File: src/rtl/cpu_pkg.sv
// Shared definitions for the cpu block: FSM states, opcode values and
// instruction-word field positions.
package cpu_pkg;

    typedef enum logic [1:0] {T0, T1, T2, T3} state_t;

    localparam logic [2:0] OP_MV  = 3'd0;
    localparam logic [2:0] OP_MVI = 3'd1;
    localparam logic [2:0] OP_ADD = 3'd2;
    localparam logic [2:0] OP_SUB = 3'd3;
    localparam logic [2:0] OP_AND = 3'd4;
    localparam logic [2:0] OP_OR  = 3'd5;
    localparam logic [2:0] OP_XOR = 3'd6;
    localparam logic [2:0] OP_NOP = 3'd7;

    localparam int OP_LSB = 9;
    localparam int RX_LSB = 6;
    localparam int RY_LSB = 3;
    localparam int RZ_LSB = 0;

    function automatic logic [2:0] ir_field(input logic [15:0] ir, input int lsb);
        return ir[lsb +: 3];
    endfunction

endpackage

File: src/rtl/cpu_alu.sv
// Combinational ALU: result = a op b, modulo 2^16, no flags.
module cpu_alu
    import cpu_pkg::*;
(
    input  logic [15:0] a,
    input  logic [15:0] b,
    input  logic [2:0]  op,
    output logic [15:0] result
);

    always_comb begin
        result = b;
        case (op)
            OP_ADD:  result = a + b;
            OP_SUB:  result = a - b;
            OP_AND:  result = a & b;
            OP_OR:   result = a | b;
            OP_XOR:  result = a ^ b;
            default: result = b;
        endcase
    end

endmodule

File: src/rtl/cpu.sv
// Multi-cycle 16-bit processor: eight registers, A/G ALU latches and one
// shared bus driven by a priority mux of one-hot selects.
module cpu
    import cpu_pkg::*;
(
    input  logic        clk,
    input  logic        resetn,
    input  logic        run,
    input  logic [15:0] din,
    output logic [15:0] Bus,
    output logic        Done
);

    state_t      state, state_nxt;
    logic [15:0] regs [8];
    logic [15:0] ir, a_reg, g_reg, alu_out;
    logic [2:0]  op, rx, ry, rz;
    logic        sel_din, sel_g;
    logic [7:0]  sel_r;
    logic        ir_load, a_load, g_load, rx_load;

    assign op = ir_field(ir, OP_LSB);
    assign rx = ir_field(ir, RX_LSB);
    assign ry = ir_field(ir, RY_LSB);
    assign rz = ir_field(ir, RZ_LSB);

    cpu_alu u_alu (
        .a      (a_reg),
        .b      (Bus),
        .op     (op),
        .result (alu_out)
    );

    always_ff @(posedge clk or negedge resetn) begin
        if (!resetn) begin
            state <= T0;
        end else begin
            state <= state_nxt;
        end
    end

    always_comb begin
        state_nxt = state;
        sel_din   = 1'b0;
        sel_g     = 1'b0;
        sel_r     = '0;
        ir_load   = 1'b0;
        a_load    = 1'b0;
        g_load    = 1'b0;
        rx_load   = 1'b0;
        Done      = 1'b0;
        case (state)
            T0: begin
                if (run) begin
                    ir_load   = 1'b1;
                    state_nxt = T1;
                end
            end
            T1: begin
                case (op)
                    OP_MV: begin
                        sel_r[ry] = 1'b1;
                        rx_load   = 1'b1;
                        Done      = 1'b1;
                        state_nxt = T0;
                    end
                    OP_MVI: begin
                        sel_din   = 1'b1;
                        rx_load   = 1'b1;
                        Done      = 1'b1;
                        state_nxt = T0;
                    end
                    OP_NOP: begin
                        Done      = 1'b1;
                        state_nxt = T0;
                    end
                    default: begin
                        sel_r[ry] = 1'b1;
                        a_load    = 1'b1;
                        state_nxt = T2;
                    end
                endcase
            end
            T2: begin
                sel_r[rz] = 1'b1;
                g_load    = 1'b1;
                state_nxt = T3;
            end
            T3: begin
                sel_g     = 1'b1;
                rx_load   = 1'b1;
                Done      = 1'b1;
                state_nxt = T0;
            end
            default: state_nxt = T0;
        endcase
    end

    // Later assignments win: din over R0 over R1 .. R7 over G over zero.
    always_comb begin
        Bus = '0;
        if (sel_g) Bus = g_reg;
        for (int i = 7; i >= 0; i--) begin
            if (sel_r[i]) Bus = regs[i];
        end
        if (sel_din) Bus = din;
    end

    always_ff @(posedge clk or negedge resetn) begin
        if (!resetn) begin
            ir    <= '0;
            a_reg <= '0;
            g_reg <= '0;
            for (int i = 0; i < 8; i++) regs[i] <= '0;
        end else begin
            if (ir_load) ir <= din;
            if (a_load)  a_reg <= Bus;
            if (g_load)  g_reg <= alu_out;
            if (rx_load) regs[rx] <= Bus;
        end
    end

endmodule

File: config.mk
export PLATFORM = sky130hd
export DESIGN_NAME = cpu
export DESIGN_NICKNAME = d
export VERILOG_FILES = /design/src/rtl/cpu_pkg.sv /design/src/rtl/cpu_alu.sv /design/src/rtl/cpu.sv
export SDC_FILE = /design/constraint.sdc
export NUM_CORES = 1
export LEC_CHECK = 0
export CORE_MARGIN = 3
export CORE_UTILIZATION = 40
export CTS_BUF_LIST = sky130_fd_sc_hd__clkbuf_16
export DETAILED_ROUTE_END_ITERATION = 16
export PLACE_DENSITY = 0.56
export SKIP_CTS_REPAIR_TIMING = 1
export SYNTH_ARGS = -nofsm -noshare
export SYNTH_HDL_FRONTEND = slang
export SYNTH_HIERARCHICAL = 1
export SYNTH_SLANG_ARGS = --single-unit
export TNS_END_PERCENT = 5
File: constraint.sdc
create_clock -name clk -period 5.5 [get_ports clk]
set_input_delay 0.55 -clock clk [delete_from_list [all_inputs] [get_ports clk]]
set_output_delay 0.55 -clock clk [all_outputs]
set_load 0.02 [all_outputs]
==> impl_metrics.json <==
{
  "status": "finished clean",
  "fp-row-count": 60,
  "worstPathCellList": "inv_2 -> buf_4 -> ha_2 -> and3_4 -> and3b_2 -> buf_4 -> or2_4 -> a211oi_4 -> o211ai_1 -> o221ai_2 -> inv_1 -> or3_4 -> buf_4 -> nor3_2 -> a31oi_1 -> xnor2_1 -> ha_1 -> a21oi_1 -> o21ai_1 -> a211o_1 -> a21oi_1 -> nor3_1 -> o31a_1 -> mux2_2",
  "start_util_pct": 41.2,
  "antenna_found_initial": 0,
  "drv_slew": 0,
  "post-dp-hpwl_mm": 28.0,
  "worstPathRequired_ps": 5820,
  "synth_fp_nets": 1266,
  "ys_types": 89,
  "crit_top_cell": "buf_4",
  "syn-cell-area_mm2": 0.0112,
  "ys_async_sr_fraction_pct": 100,
  "final_common_cell": "dfrtp_1",
  "r2r-start": "state[0]",
  "maxCapViolCount": 0,
  "cp-endpoint": "g_reg[12]",
  "gp_congestion": 0.924,
  "drt-total-wl_mm": 37.1,
  "nNetsFinal": 1407,
  "grt_pass1_vias": 9482,
  "synth_area_per_cell_um2": 9.40,
  "yosys_warnings": 6,
  "cp_max_fo": 5,
  "largest_register_ff_count": 128,
  "synth_flop_cell": "dfrtp_1",
  "drtIter0Drc": 1241,
  "first_pass_iters": 6,
  "synth-edff-count": 0,
  "hold_path_class": "input port to async pin",
  "cts_inserted_buffers": 17,
  "via_per_inst": 5.84,
  "cp-startpoint": "state[0]",
  "cts.path.max_buffers": 2,
  "die_h_um": 173,
  "fin_crit_sh_pct": 96.1,
  "worst-setup-path-type": "flop to flop",
  "finalSetupViolations": 0,
  "core_area_mm2": 0.0273,
  "cts-root-buf": "clkbuf_16",
  "crit_path_end_kind": "flop",
  "worst_pin_slew_ps": 1150,
  "start_kind": "flop",
  "ff2ff_setup_slack_ps": 210,
  "grt_overflow_total": 0,
  "track_usage_pct": 24.5,
  "clk_latency_ps": 440,
  "cp.arrival_ps": 5610,
  "design.die.area_mm2": 0.0301,
  "netlist_instances": 1193,
  "syn2layout_area_growth_pct": 22.3,
  "wl_per_cell_um": 21.6,
  "drive_gt1_share_pct": 23.6,
  "max_freq_ghz": 0.189,
  "layout_common_cells": "174 x dfrtp_1, 154 x buf_4, 132 x nor2_1",
  "fillers": 2542,
  "seq_area_frac_synth_pct": 38.8,
  "port_buffers": 35,
  "drtAntennaViolNets": 0,
  "htreeDepth": 4,
  "period_needed_ps": 5290,
  "tns_ps": 0,
  "crit_family": "compound AO/OA/AOI/OAI gates",
  "cts_num_sinks": 174,
  "die_x_um": 173,
  "crit_slowest_cell": "or3_4",
  "cp_num_buf_inv": 5,
  "cpPeakStageDelay_ps": 400,
  "yosys_register_bits": 174,
  "cts_tree": "yes",
  "clock_skew_ps": 19.8,
  "drc": 0,
  "relSlewSlack_pct": 23.0,
  "ios": 36,
  "reg2reg_depth": 24,
  "antenna_cells": 0,
  "grt_max_degree": 68,
  "grt_pass1_wl_mm": 58.0,
  "reg2reg_to": "g_reg[12]",
  "finalHoldViolations": 0,
  "clkTransAtPathRegs_ps": 80,
  "crit_cells": 24,
  "num_vias": 10000
}
-- cell type report --
type	instances	area (um^2)	share of cell area (%)
flip-flops and latches	174	4350	31.7
well taps	372	465	3.39
inverters	54	216	1.58
multi-input cells	897	6570	47.9
clock inverters	15	169	1.23
repair buffers	190	1520	11.1
clock buffers	17	425	3.10
-- cells by family after synthesis --
logic type,Yosys count,share of synthesized area [%]
muxes,45,5.15
and+or+nand+nor,381,16.7
xor gates and xnor gates,25,2.12
buffers and inverters,122,4.51
adders and majority gates,54,6.09
AOI/OAI and AO/OA,392,26.6
DFF,174,38.8
-- per-stage QoR --
stage / hold WS, ps / setup slack [ps] / util, % / cell area (um^2) / std cells
final: 115 / 213 / 50.3 / 13700 / 1719
after CTS: 130 / -105 / 49.4 / 13500 / 1711
after floorplan: 254 / 2.64 / - / 11200 / 1193
after global placement: 463 / -98.9 / 47.2 / 12900 / 1679
after detailed placement: 463 / -75.8 / 47.2 / 12900 / 1679
after global routing: 144 / -40.0 / 50.3 / 13700 / 1719
-- routing by layer --
layer / wire [um] / part of all wire, % / global-route usage, % / vias up
li1: - / - / - / 4705
met1: 18100 / 49 / 37.9 / 4946
met2: 16300 / 44 / 36.1 / 359
met3: 2180 / 5.9 / 3.50 / 33
met4: 499 / 1.3 / 5.54 / 0
met5: 0 / 0 / 0 / -
-- synthesized netlist by cell type (all sizes together), types with 4 or more instances --
cell type  instances  area, um^2
a22o               4        36.3
a211o             11        96.3
a211oi            16         143
nor4               9         183
a21boi             7        63.8
o21ai             63         319
inv               53         199
o2bb2ai            4        35.0
clkbuf            41         154
o22ai             10        62.6
a31oi             66         413
or2                7        43.8
nor2             137         517
a32o              11         110
and3               7        43.8
ha                53         663
nor2b             13        81.3
and2               9        56.3
buf               27         135
a22oi             14         110
nor3              11        60.1
o221ai            23         372
mux2              32         360
or3               18         118
a21o               5        37.5
xnor2             21         203
a21oi             52         268
o31ai             38         285
dfrtp            174        4350
nand3             15        75.1
a221oi            11         109
o311a              4        40.0
o21a               9        67.6
o211ai            11        92.6
o32ai             11        96.3
mux4               7         158
xor2               4        35.0
nand2b             8        50.1
nand2            131         492
mux2i              6        60.1
-- worst register-to-register path, cell delays in order, from the launching register on --
cell	delay, ps
dfrtp_1	360
inv_2	60
buf_4	150
ha_2	190
and3_4	180
and3b_2	240
buf_4	150
or2_4	280
a211oi_4	270
o211ai_1	220
o221ai_2	180
inv_1	100
or3_4	400
buf_4	150
nor3_2	180
a31oi_1	140
xnor2_1	180
ha_1	370
a21oi_1	150
o21ai_1	130
a211o_1	310
a21oi_1	180
nor3_1	80
o31a_1	270
mux2_2	260
-- worst min-delay path by stage --
stage / cells after the start / end / startpoint / slack (ps)
6_report: 1 / regs[91] / resetn / 110
5_1_grt: 1 / regs[91] / resetn / 140
3_3_place_gp: 2 / regs[65] / regs[65] / 460
2_1_floorplan: 0 / async pin / resetn / 250
4_1_cts: 1 / regs[91] / resetn / 130
3_5_place_dp: 2 / regs[1] / regs[1] / 460
Power is left out: the tool's default activity adds up to more than one toggle a clock period on the data nets, which glitch-free logic cannot reach.
